==> src/rtl/apb_master_if.sv <==
// apb_master_if: APB bus between a requester and a completer
interface apb_master_if #(
  parameter int ADDR_W = 32,
  parameter int DATA_W = 32
);
  logic psel;
  logic penable;
  logic pwrite;
  logic [ADDR_W-1:0] paddr;
  logic [DATA_W-1:0] pwdata;
  logic [DATA_W-1:0] prdata;
  logic pready;
  logic pslvrr;
  modport master (
    output psel, penable, pwrite, paddr, pwdata,
    input  prdata, pready, pslvrr
  );
  modport slave (
    input  psel, penable, pwrite, paddr, pwdata,
    output prdata, pready, pslvrr
  );
endinterface

==> src/rtl/apb_master.sv <==
// apb_master: single-beat host commands to APB transfers, with a wait-state timeout
module apb_master #(
  parameter int ADDR_W = 32,
  parameter int DATA_W = 32,
  parameter int TIMEOUT = 16
) (
  input  logic pclk,
  input  logic preset,
  input  logic cmd_valid,
  output logic cmd_ready,
  input  logic cmd_write,
  input  logic [ADDR_W-1:0] cmd_addr,
  input  logic [DATA_W-1:0] cmd_wdata,
  output logic rsp_valid,
  output logic [DATA_W-1:0] rsp_rdata,
  output logic rsp_err,
  output logic rsp_timeout,
  apb_master_if.master apb
);
  localparam int CW = TIMEOUT > 1 ? $clog2(TIMEOUT) : 1;
  localparam logic [CW-1:0] CNT_LAST = CW'(TIMEOUT > 0 ? TIMEOUT - 1 : 0);
  typedef enum logic [1:0] {IDLE, SETUP, ACCESS} state_t;
  state_t state_q, state_d;
  logic psel_q, psel_d;
  logic penable_q, penable_d;
  logic pwrite_q, pwrite_d;
  logic [ADDR_W-1:0] paddr_q, paddr_d;
  logic [DATA_W-1:0] pwdata_q, pwdata_d;
  logic [CW-1:0] cnt_q, cnt_d;
  logic rsp_valid_q, rsp_valid_d;
  logic [DATA_W-1:0] rsp_rdata_q, rsp_rdata_d;
  logic rsp_err_q, rsp_err_d;
  logic rsp_timeout_q, rsp_timeout_d;
  logic accept, done, abort;
  always_comb begin
    accept = state_q == IDLE && cmd_valid;
    done = state_q == ACCESS && apb.pready;
    abort = state_q == ACCESS && !apb.pready && TIMEOUT != 0 && cnt_q == CNT_LAST;
    state_d = accept ? SETUP : state_q == SETUP ? ACCESS : (done || abort) ? IDLE : state_q;
    psel_d = accept || (psel_q && !(done || abort));
    penable_d = state_q == SETUP || (penable_q && !(done || abort));
    pwrite_d = accept ? cmd_write : pwrite_q;
    paddr_d = accept ? cmd_addr : paddr_q;
    pwdata_d = (accept && cmd_write) ? cmd_wdata : pwdata_q;
    cnt_d = state_q == SETUP ? '0 :
            (state_q == ACCESS && !apb.pready && cnt_q != '1) ? cnt_q + CW'(1) : cnt_q;
    rsp_valid_d = done || abort;
    rsp_err_d = done ? apb.pslvrr : abort ? 1'b1 : rsp_err_q;
    rsp_timeout_d = (done || abort) ? abort : rsp_timeout_q;
    rsp_rdata_d = done ? ((!pwrite_q && !apb.pslvrr) ? apb.prdata : '0) :
                  abort ? '0 : rsp_rdata_q;
  end
  always_ff @(posedge pclk) begin
    if (preset) begin
      state_q <= IDLE;
      psel_q <= 1'b0;
      penable_q <= 1'b0;
      pwrite_q <= 1'b0;
      paddr_q <= '0;
      pwdata_q <= '0;
      cnt_q <= '0;
      rsp_valid_q <= 1'b0;
      rsp_rdata_q <= '0;
      rsp_err_q <= 1'b0;
      rsp_timeout_q <= 1'b0;
    end else begin
      state_q <= state_d;
      psel_q <= psel_d;
      penable_q <= penable_d;
      pwrite_q <= pwrite_d;
      paddr_q <= paddr_d;
      pwdata_q <= pwdata_d;
      cnt_q <= cnt_d;
      rsp_valid_q <= rsp_valid_d;
      rsp_rdata_q <= rsp_rdata_d;
      rsp_err_q <= rsp_err_d;
      rsp_timeout_q <= rsp_timeout_d;
    end
  end
  assign cmd_ready = state_q == IDLE;
  assign apb.psel = psel_q;
  assign apb.penable = penable_q;
  assign apb.pwrite = pwrite_q;
  assign apb.paddr = paddr_q;
  assign apb.pwdata = pwdata_q;
  assign rsp_valid = rsp_valid_q;
  assign rsp_rdata = rsp_rdata_q;
  assign rsp_err = rsp_err_q;
  assign rsp_timeout = rsp_timeout_q;
endmodule

==> src/flat_wrapper.sv <==
// flat-port wrapper written by rule: the top's interface ports become plain ports
module apb_master_flat 
#(
  parameter int ADDR_W = 32,
  parameter int DATA_W = 32,
  parameter int TIMEOUT = 16
)
  (pclk, preset, cmd_valid, cmd_ready, cmd_write, cmd_addr, cmd_wdata, rsp_valid, rsp_rdata, rsp_err, rsp_timeout, apb_psel, apb_penable, apb_pwrite, apb_paddr, apb_pwdata, apb_prdata, apb_pready, apb_pslvrr);
  apb_master_if #(.ADDR_W(ADDR_W), .DATA_W(DATA_W)) apb_i ();
  input  logic pclk;
  input  logic preset;
  input  logic cmd_valid;
  output logic cmd_ready;
  input  logic cmd_write;
  input  logic [ADDR_W-1:0] cmd_addr;
  input  logic [DATA_W-1:0] cmd_wdata;
  output logic rsp_valid;
  output logic [DATA_W-1:0] rsp_rdata;
  output logic rsp_err;
  output logic rsp_timeout;
  output wire logic [$bits(apb_i.psel)-1:0] apb_psel;
  output wire logic [$bits(apb_i.penable)-1:0] apb_penable;
  output wire logic [$bits(apb_i.pwrite)-1:0] apb_pwrite;
  output wire logic [$bits(apb_i.paddr)-1:0] apb_paddr;
  output wire logic [$bits(apb_i.pwdata)-1:0] apb_pwdata;
  input wire logic [$bits(apb_i.prdata)-1:0] apb_prdata;
  input wire logic [$bits(apb_i.pready)-1:0] apb_pready;
  input wire logic [$bits(apb_i.pslvrr)-1:0] apb_pslvrr;
  assign apb_psel = apb_i.psel;
  assign apb_penable = apb_i.penable;
  assign apb_pwrite = apb_i.pwrite;
  assign apb_paddr = apb_i.paddr;
  assign apb_pwdata = apb_i.pwdata;
  assign apb_i.prdata = apb_prdata;
  assign apb_i.pready = apb_pready;
  assign apb_i.pslvrr = apb_pslvrr;
  apb_master #(.ADDR_W(ADDR_W), .DATA_W(DATA_W), .TIMEOUT(TIMEOUT)) u_core (.pclk(pclk), .preset(preset), .cmd_valid(cmd_valid), .cmd_ready(cmd_ready), .cmd_write(cmd_write), .cmd_addr(cmd_addr), .cmd_wdata(cmd_wdata), .rsp_valid(rsp_valid), .rsp_rdata(rsp_rdata), .rsp_err(rsp_err), .rsp_timeout(rsp_timeout), .apb(apb_i));
endmodule
==> config.mk <==
export PLATFORM = sky130hd
export DESIGN_NAME = apb_master_flat
export DESIGN_NICKNAME = d
export VERILOG_FILES = /design/src/rtl/apb_master_if.sv /design/src/rtl/apb_master.sv /design/src/flat_wrapper.sv
export SDC_FILE = /design/constraint.sdc
export NUM_CORES = 1
export LEC_CHECK = 0
export ABC_AREA = 1
export BUFFER_PORTS_ARGS = -buffer_cell sky130_fd_sc_hd__buf_2
export CAP_MARGIN = 5
export CORE_UTILIZATION = 46
export DETAILED_ROUTE_END_ITERATION = 8
export GPL_TIMING_DRIVEN = 0
export PLACE_DENSITY = 0.8
export SYNTH_ARGS = -nofsm -noshare
export SYNTH_HDL_FRONTEND = slang
export SYNTH_SLANG_ARGS = --single-unit
export TNS_END_PERCENT = 50
==> constraint.sdc <==
create_clock -name pclk -period 1.48 [get_ports pclk]
set_input_delay 0.148 -clock pclk [delete_from_list [all_inputs] [get_ports pclk]]
set_output_delay 0.148 -clock pclk [all_outputs]
set_load 0.05 [all_outputs]
* Word level (Yosys, flattened, before mapping) *
Cells that the tools add are included.

storage, ports and cells
  bits of input ports = 102
  output and inout port bits = 103
  bits in registers = 108
  word-level logic and storage cells = 47

cells by class
  multiplexer cells = 8
  equal/unequal tests = 4
  reduce and logical (&&, ||, !) cells = 22
  $add $sub $neg = 1

operators by type and width
  kind                 count
  $mux 32              3
  $logic_and 1x1->1    9
  $add 4x1->4 const B  1
  $eq 4x4->1 const B   1
  $logic_not 1->1      4
  $mux 2               2
  $ne 4x4->1 const B   1
  $reduce_bool 2->1    2
  $reduce_or 2->1      2
  $logic_or 1x1->1     3
  $mux 1               3
  $reduce_bool 3->1    1
  $eq 2x1->1 const B   1
  $eq 2x2->1 const B   1
  $logic_not 2->1      1

* Logic depth before layout (Yosys ltp) *
Gate-level depths: netlist (run 1).

  word-level depth = 7
  gate-level depth with buffers = 7
  depth with buffers taken out = 7

* Worst setup path after synthesis (run 1) *
Ideal clock, no wire load.

  path type = reg2reg
  start point = register u_core.state_q[1]
  end point = register u_core.pwdata_q[10] (netlist: u_core.apb.pwdata[10])
  path buffers = 2
  stages on the path, launching flop included = 8
  library setup time = 0.071 ns
  clock period less this slack = 1.418 ns
  required time = 1.409 ns
  slack = 0.062 ns
  arrival time = 1.347 ns
  cell sequence = dfxtp_1 -> nor2_4 -> nand2_4 -> inv_2 -> buf_6 -> buf_8 -> nand3_2 -> a21oi_2

on the way
  cells in the longest elaborated chain, start to end = 3

ends and longest elaborated chain
  what                    line                text
  start, declared         apb_master.sv:23    state_t state_q, state_d;
  start signal, assigned  apb_master.sv:67    state_q <= state_d;
  $logic_not 2->1         --
  named net cmd_ready     flat_wrapper.sv:13  output logic cmd_ready;
  $logic_and 1x1->1       apb_master.sv:36    accept = state_q == IDLE && cmd_valid;
  $logic_and 1x1->1       apb_master.sv:44    pwdata_d = (accept && cmd_write) ? cmd_wdata : pwdata_q;
  end signal, assigned    apb_master.sv:72    pwdata_q <= pwdata_d;
  end, declared           apb_master.sv:28    logic [DATA_W-1:0] pwdata_q, pwdata_d;

The timed path passes the listed nets, and every way through them passes these cells.
A chain may end at the register's enable or synchronous reset.

* Worst setup path after layout (run 1) *
  start point = register u_core.cnt_q[0]
  end point = register u_core.rsp_rdata_q[29] (netlist: u_core.rsp_rdata[29])

on the way
  cells in the longest elaborated chain, start to end = 3

ends and longest elaborated chain
  what                                line              text
  start, declared                     apb_master.sv:29  logic [CW-1:0] cnt_q, cnt_d;
  start signal, assigned              apb_master.sv:73  cnt_q <= cnt_d;
  $eq 4x4->1                          apb_master.sv:38  abort = state_q == ACCESS && !apb.pready && TIMEOUT != 0 && cnt_q == CNT_LAST;
  $logic_and 1x1->1                   apb_master.sv:38
  $reduce_bool 2->1 (no source line)  --
  end signal, assigned                apb_master.sv:75  rsp_rdata_q <= rsp_rdata_d;
  end, declared                       apb_master.sv:31  logic [DATA_W-1:0] rsp_rdata_q, rsp_rdata_d;

No other way between the ends.

==> out/summary.txt, run 1 <==
Status = finished, violations left
Synth Register Bits = 108
Int Pwr = 4.109 mW
Total gr overflow = 0
Mapped Area = 4227 µm²
Count leader, synth = dfxtp_1
RSZ-0062 raised after global routing = false
Setup violators final = 0
Initial antenna violation count = 0
Failing checks = design-rule violations
Worst Path Max Fanout = 10
Initial DRC count = 171
Met2 wire length = 5697 µm
Routed len/inst = 13.75 µm
Area contributors post-synth = dfxtp_1 51%, nand2_1 6.9%, nand3_2 6.9%
Die span in y = 97.86 µm
FF+latch area = 2166 µm²
Deepest clock path buffer count = 2
Avg Synthesized Cell Area = 8.591 µm²
Final core utilization = 0.6344
Initial core utilization = 0.4800
Slew margin rel. = 0.5189
Final instance area = 5587 µm²
Critical-path cell list = ha_1, nand2_1, nor2_4, nand2_4, buf_4, nand3_1, a21oi_1
Die area = 9576 µm²
Clock network power share = 0.271
Power Density = 1123 nW/µm²
Largest net degree at the start of global routing = 20
Startpoint types = register
Slowest cell on crit path = dfxtp_2
Clock Skew = 0.01105 ns
Combinational share of power = 0.226
Top Layer Used = met4
TritonCTS clock tree = built
Final nets = 810
Syn nets = 595
Met3 WL = 715 µm
CTS buffer count = 9
# rows = 34
Async SR Flop Fraction = 0
Crit Path Class = reg2reg
VDD IR max = 0.0005430 V
Switching share of power = 0.3453
First-pass GRT wire length = 18020 µm
Final hold vios = 0
Layout cells sized above 1 = 0.4410
Cells after Synth = 492
Share of the synthesized area in the top cell type = 0.5115
CTS hold repair buffers = 0
1st-pass router iterations = 8
Core Region = 8806 µm²
Port buffer count = 202
WP data required = 1.70 ns
Pwr Total = 6.276 mW
Setup crit end kind = register
Synth area leader = dfxtp_1
Clock latency on the worst-skew pair = 0.36 ns
Vias per inst = 4.998
Sequential Power Share = 0.502
Root buffer cell = clkbuf_8
Crit path time final = 1.366 ns
CP arrival = 1.58 ns
Antenna diodes = 0
Post-route antenna net violation count = 0
EDFF count, synth = 0
Dpl hpwl = 8559 µm
Clock slew at reported path FFs = 0.11 ns
Fill count = 773
Fmax = 732.1 MHz
Sw power = 2.167 mW
Synth top cells by count = 108 x dfxtp_1, 78 x nand2_1, 73 x nor2_1
Total Wirelength = 11280 µm
Routability cong. = 0.8165
Final period util = 0.9229
Multi-input gate area = 1792 µm²
Met1 wire length = 4700 µm
Vias in the first global route = 3894
Static leakage = 2.531 nW
Least-Margin Pin Slew = 0.7216 ns
Ys flop type = dfxtp_1
Hold crit path type = in2reg
CTS Sinks = 108
Sequential area share after synthesis = 0.5115
I/O Pins = 205
# DRC = 30
Area of placed instances = 5373 µm²
Area Overhead vs Synth = 32.18%
Max-capacitance violation count = 0
Total track usage = 0.2312
Max-slew violations = 0
Worst path top cell family by delay = simple AND/OR/NAND/NOR gates
Peak per-stage delay on the critical path = 0.38 ns
Count of cell types in the netlist = 25
Vias = 4098
Ys Warns = 0
H-tree depth = 3
Buf/Inv on CP = 1
Die X = 97.86 µm
## logic make-up after synthesis
family | count (synthesis) | synth area share
fa+ha+maj | 1 | 0.002960
buf+inv | 47 | 0.06749
flops | 108 | 0.5115
compound gates | 107 | 0.1507
simple gates | 229 | 0.2673
## layer usage
layer  vias up  GRT usage
li1       2048          -
met1      1896     0.2660
met2       139     0.4204
met3        15    0.05082
met4         0    0.08042
met5         -          0
## cell type report
class / count / share of cell area
clock buffer: 9 / 0.02217
sequential: 108 / 0.3877
multi-input combinational: 337 / 0.3207
inverter: 9 / 0.006047
timing repair buffer: 204 / 0.1836
tap: 108 / 0.02419
buffer: 38 / 0.04524
clock inverter: 7 / 0.01030
## cells in the final DEF (no fill, tap or decap), types with 8 or more instances in the layout
cell type and n:
a21oi_1 45, a21oi_2 27, buf_2 211, buf_4 11
clkbuf_1 11, clkbuf_8 9, dfxtp_1 105, inv_1 8
nand2_1 78, nand3_1 39, nand3_2 29, nor2_1 72
o21ai_0 35
## worst min-delay path, delay by kind of cell
kind,cells,cell delay (ns)
AO/OA/AOI/OAI,1,0.05
buffers and inverters,1,0.09
AND/OR/NAND/NOR,1,0.05
## state kept, by name (all words and copies together) (netlist names)
signal              count
u_core.apb.paddr       32
u_core.apb.pwdata      32
u_core.rsp_rdata       32
u_core.cnt_q            4
u_core.state_q          2
u_core.apb.penable      1
u_core.apb.psel         1
u_core.apb.pwrite       1
u_core.rsp_err          1
u_core.rsp_timeout      1
u_core.rsp_valid        1
## path summary, 6_finish.rpt
path                                           start                            endpoint  slack (ns)  cells after the start
setup reg to reg        u_core.cnt_q[0]$_SDFFE_PP0P_   u_core.rsp_rdata[29]$_SDFFE_PP0P_        0.11                      7
setup / recovery        u_core.cnt_q[0]$_SDFFE_PP0P_   u_core.rsp_rdata[29]$_SDFFE_PP0P_        0.11                      7
hold / removal                        apb_prdata[28]   u_core.rsp_rdata[28]$_SDFFE_PP0P_        0.02                      3
hold reg to reg   u_core.apb.pwdata[21]$_SDFFE_PP0P_  u_core.apb.pwdata[21]$_SDFFE_PP0P_        0.47                      2
## per-stage QoR
stage                     setup TNS (ns)  std cells  hold WS [ns]  setup WS, ns
after floorplan                        0        492        0.2951       0.06234
after global placement                 0        802        0.3981       0.04010
after detailed placement        -0.02313        802        0.4041     -0.007964
after CTS                              0        820      0.004291       0.02915
after global routing                   0        820      0.004225       0.02086
final                                  0        820       0.01704        0.1141
## timing repair
action                                  in CTS  in global routing
buffers inserted                             2                  0
pin swaps                                    1                  0
endpoints found under the setup margin      29                 34
resized for setup                            1                  7
## power by group through the flow
stage	clock network [mW]	registers, mW	logic (mW)
CTS	1.73	3.15	1.43
global placement	0	3.21	1.40
finish	1.70	3.15	1.42
detailed placement	0	3.22	1.42
global route	1.86	3.17	1.52
floorplan	0	3.74	0.480
Note: power is estimated with default switching activity, not from simulation.
==> run 2, diff against run 1 <==
- CELL_PAD_IN_SITES_DETAIL_PLACEMENT: unset -> 1
- CELL_PAD_IN_SITES_GLOBAL_PLACEMENT: unset -> 2
- CORE_UTILIZATION: 46 -> 25
- PLACE_DENSITY: 0.8 -> unset
- PLACE_DENSITY_LB_ADDON: unset -> 0.1
==> out/summary.txt, run 2 (synthesis results as in run 1) <==
Combinational share of power = 0.195
Vias per inst = 4.392
FF-to-FF Start = u_core.state_q[1]$_SDFFE_PP0P_
Power Density = 1256 nW/µm²
Largest net degree at the start of global routing = 17
CP arrival = 1.63 ns
CTS buffer count = 9
FF-to-FF path depth = 7
Initial antenna violation count = 0
H-tree depth = 3
Final core utilization = 0.3565
Pwr Total = 7.396 mW
Final instance area = 5891 µm²
Area Overhead vs Synth = 39.37%
Least-Margin Pin Slew = 0.7224 ns
VDD IR max = 0.0005312 V
Int Pwr = 5.157 mW
RSZ-0062 raised after global routing = true
Core Region = 16520 µm²
FF+latch area = 2168 µm²
# rows = 47
Port buffer count = 202
Routed len/inst = 14.65 µm
CTS Sinks = 108
Clock slew at reported path FFs = 0.07 ns
Total track usage = 0.1597
Initial core utilization = 0.2558
Met2 wire length = 6598 µm
Clock latency on the worst-skew pair = 0.35 ns
1st-pass router iterations = 4
Vias = 4085
Status = complete, no violations
Final non-filler cell total = 930
Crit path time final = 1.358 ns
Met1 wire length = 5924 µm
Dpl hpwl = 10370 µm
Switching share of power = 0.3028
Max-capacitance violation count = 0
Setup crit end kind = register
Sw power = 2.239 mW
Die span in y = 132.0 µm
Multi-input gate area = 1792 µm²
Setup violators final = 0
Fmax = 736.5 MHz
Hold path cells = 3
Hold Path Origin = apb_prdata[8]
# DRC = 0
Post-route antenna net violation count = 0
Most common cell after layout, fill and taps aside = buf_2
Met3 WL = 969 µm
Reg2Reg Capture Point = u_core.apb.pwdata[23]$_SDFFE_PP0P_
Worst Path Max Fanout = 10
Hold WS = 0.04321 ns
I/O Pins = 205
Layout cells sized above 1 = 0.4380
Max-slew violations = 0
Hold crit path type = in2reg
Clock Skew = 0.003505 ns
Sequential Power Share = 0.426
Total Wirelength = 13630 µm
WP data required = 1.75 ns
Routability cong. = 0.7302
Die X = 132.0 µm
Slew margin rel. = 0.5184
Place WS = -0.05342 ns
Top Layer Used = met4
Placed cell count = 914
Static leakage = 2.606 nW
Fill count = 2048
Min-Delay Endpoint = u_core.rsp_rdata[8]$_SDFFE_PP0P_
Startpoint types = register
Area of placed instances = 5513 µm²
TritonCTS clock tree = built
Die area = 17430 µm²
Antenna diodes = 0
First-pass GRT wire length = 22180 µm
Sum Neg Setup Slack = 0 ns
Initial DRC count = 96
Final nets = 809
Most frequent cells in the layout = 209 x buf_2, 105 x dfxtp_1, 78 x nand2_1
Final WS setup = 0.1222 ns
Total gr overflow = 0
Final period util = 0.9174
Slack of the worst reg-to-reg path = 0.12 ns
Clock network power share = 0.379
Deepest clock path buffer count = 2
Crit Path Class = reg2reg
Vias in the first global route = 4269
Final hold vios = 0
Root buffer cell = clkbuf_16
-- run 2: area by class of cell --
type | instances | area share
multi-input cells | 337 | 0.3042
plain buffers | 38 | 0.04482
clock buffers | 10 | 0.04057
clock inverters | 5 | 0.01699
flip-flops and latches | 108 | 0.3681
inverters | 9 | 0.005735
repair buffers | 203 | 0.1729
well taps | 220 | 0.04673
-- run 2: worst max path at each step --
stage | from | to | slack (ns)
floorplan | u_core.state_q[1]$_SDFFE_PP0P_ | u_core.apb.pwdata[10]$_SDFFE_PP0P_ | 0.06
global placement | preset | u_core.apb.paddr[30]$_SDFFE_PP0P_ | -0.03
detailed placement | u_core.cnt_q[0]$_SDFFE_PP0P_ | u_core.rsp_rdata[12]$_SDFFE_PP0P_ | -0.05
CTS | u_core.state_q[1]$_SDFFE_PP0P_ | u_core.apb.pwdata[23]$_SDFFE_PP0P_ | 0.02
global route | u_core.state_q[0]$_SDFFE_PP0P_ | u_core.rsp_rdata[21]$_SDFFE_PP0P_ | -0.006
finish | u_core.state_q[1]$_SDFFE_PP0P_ | u_core.apb.pwdata[23]$_SDFFE_PP0P_ | 0.12
-- run 2: repair_timing --
item                                    CTS  global route
setup buffers                             1             0
gates resized for setup                   1            10
endpoints found under the setup margin   29            60
hold buffers                              0             0
pin swaps                                 1             2
-- run 2: per-layer routing --
metal / up-vias / track usage
met5: - / 0
met4: 0 / 0.04845
met3: 8 / 0.04998
met2: 110 / 0.2710
met1: 1914 / 0.1922
li1: 2053 / -
-- run 2: power groups by stage --
stage | clock [mW] | combinational (mW) | sequential [mW]
finish | 2.81 | 1.44 | 3.15
global route | 3.00 | 1.56 | 3.17
CTS | 2.90 | 1.47 | 3.15
detailed placement | 0 | 1.46 | 3.22
global placement | 0 | 1.45 | 3.21
floorplan | 0 | 0.480 | 3.74
-- run 2: critical path: stages, from the launching register on --
cell and delay, ns:
dfxtp_2 0.36, nor2_4 0.17, nand2_4 0.12, inv_2 0.10, buf_8 0.15, buf_8 0.16
nand3_2 0.07, a21oi_2 0.15
==> run 3, diff against run 2 <==
- ABC_AREA: 1 -> unset
- CORE_UTILIZATION: 25 -> 24
==> out/summary.txt, run 3 <==
First-pass GRT wire length = 19580 µm
Final instance area = 5734 µm²
EDFF count, synth = 0
Static leakage = 2.674 nW
Antenna diodes = 0
Setup crit end kind = register
Routability cong. = 0.7318
Deepest clock path buffer count = 2
TritonCTS clock tree = built
Synth Register Bits = 108
Total track usage = 0.1534
VDD IR max = 0.0005109 V
Setup violators final = 0
Total Wirelength = 12250 µm
Final period util = 0.9722
Sequential area share after synthesis = 0.5712
Startpoint types = register
Hold crit path type = in2reg
Synth area leader = dfxtp_1
Status = complete, no violations
Cells after Synth = 411
Core Region = 15310 µm²
I/O Pins = 205
Crit Path Class = reg2reg
Vias per inst = 4.342
1st-pass router iterations = 4
Area contributors post-synth = dfxtp_1 57%, nand2_1 13%, a21oi_1 9.3%
Hold WS = 0.01560 ns
Crit path time final = 1.439 ns
FF+latch area = 2172 µm²
Count of cell types in the netlist = 36
Synth top cells by count = 131 x nand2_1, 108 x dfxtp_1, 70 x a21oi_1
Max-slew violations = 0
Die area = 16280 µm²
Slew margin rel. = 0.6019
Final nets = 760
Routed len/inst = 14.05 µm
Total gr overflow = 0
Power Density = 1164 nW/µm²
Slack of the worst reg-to-reg path = 0.04 ns
CP arrival = 1.71 ns
Multi-input gate area = 1463 µm²
Port buffer count = 204
# DRC = 0
Vias in the first global route = 3953
Area Overhead vs Synth = 51.50%
Initial core utilization = 0.2471
Largest net degree at the start of global routing = 17
Count leader, synth = nand2_1
Die X = 127.6 µm
Avg Synthesized Cell Area = 9.209 µm²
Share of the synthesized area in the top cell type = 0.5712
RSZ-0062 raised after global routing = false
Clock Skew = 0.005647 ns
Layout cells sized above 1 = 0.4009
CTS buffer count = 9
Most frequent cells in the layout = 211 x buf_2, 131 x nand2_1, 104 x dfxtp_1
Worst Path Max Fanout = 5
Dpl hpwl = 9032 µm
Async SR Flop Fraction = 0
H-tree depth = 3
Area of placed instances = 5070 µm²
Clock latency on the worst-skew pair = 0.34 ns
Initial DRC count = 131
Max-capacitance violation count = 0
Die span in y = 127.6 µm
Most common cell after layout, fill and taps aside = buf_2
Final hold vios = 0
Fill count = 1874
Final core utilization = 0.3744
Mapped Area = 3785 µm²
Ys Warns = 0
Placed cell count = 826
Post-route antenna net violation count = 0
Ys flop type = dfxtp_1
Clock slew at reported path FFs = 0.07 ns
Least-Margin Pin Slew = 0.5972 ns
Final non-filler cell total = 872
# rows = 45
Syn nets = 514
Initial antenna violation count = 0
WP data required = 1.75 ns
Vias = 3786
CTS Sinks = 108
Fmax = 695.0 MHz
Root buffer cell = clkbuf_16
[run 3: worst max-delay path, stage by stage (launching register included)]
cell and delay (ns):
dfxtp_4 0.37, ha_4 0.18, a31o_4 0.25, buf_4 0.14, or3_1 0.30, a21oi_1 0.12
[run 3: kinds of logic (layout without fill, tap and decap cells)]
family	Yosys count	count (layout)	share of synthesized area
AND/OR/NAND/NOR	153	153	0.1772
adder cells (fa/ha/maj)	1	1	0.003305
flip-flops	108	108	0.5712
AO/OA/AOI/OAI	116	116	0.1987
buffers and inverters	33	283	0.04959
[run 3: what timing repair did]
item / in CTS / in global routing
endpoints found under the hold margin: 20 / 0
resized for setup: 14 / 21
pin swaps: 2 / 2
gates cloned: 2 / 0
hold buffers: 20 / 0
endpoints found under the setup margin: 64 / 94
buffers inserted: 6 / 3
[run 3: report_power, final]
part | switching (mW) | internal [mW]
registers | 0.0692 | 3.04
clock network | 1.06 | 1.23
logic | 0.855 | 0.417
total | 1.99 | 4.68
[run 3: area by class of cell]
cell class | instances | area share
Buffer | 31 | 0.03840
Clock buffer | 12 | 0.04473
Clock inverter | 3 | 0.003709
Inverter | 2 | 0.001309
Multi-Input combinational cell | 270 | 0.2551
Sequential cell | 108 | 0.3788
Tap cell | 211 | 0.04604
Timing Repair Buffer | 235 | 0.2319
[run 3: metal layers]
| metal | vias up | track usage | wire (µm) |
|---|---|---|---|
| met5 | - | 0 | 0 |
| met4 | 0 | 0.06505 | 218 |
| met3 | 15 | 0.03350 | 646 |
| met2 | 116 | 0.2645 | 5917 |
| met1 | 1765 | 0.1840 | 5472 |
| li1 | 1890 | - | - |
[run 3: metrics by stage]
step / TNS, ns / worst slack (ns) / power, mW
final: 0 / 0.04112 / 6.673
after global routing: 0 / 0.0004466 / 6.997
after CTS: 0 / 0.000002665 / 6.786
after detailed placement: -5.634 / -0.1699 / 4.361
after global placement: -3.053 / -0.1246 / 4.338
after floorplan: 0 / 0.05042 / 3.958
[run 3: worst paths after layout]
path / depth (start not counted) / endpoint / start
worst max-delay path: 5 / u_core.cnt_q[0]$_SDFFE_PP0P_ / u_core.cnt_q[0]$_SDFFE_PP0P_
worst min-delay path: 2 / u_core.rsp_rdata[12]$_SDFFE_PP0P_ / apb_prdata[12]
worst max register to register: 5 / u_core.cnt_q[0]$_SDFFE_PP0P_ / u_core.cnt_q[0]$_SDFFE_PP0P_
worst min register to register: 2 / u_core.apb.pwdata[15]$_SDFFE_PP0P_ / u_core.apb.pwdata[15]$_SDFFE_PP0P_
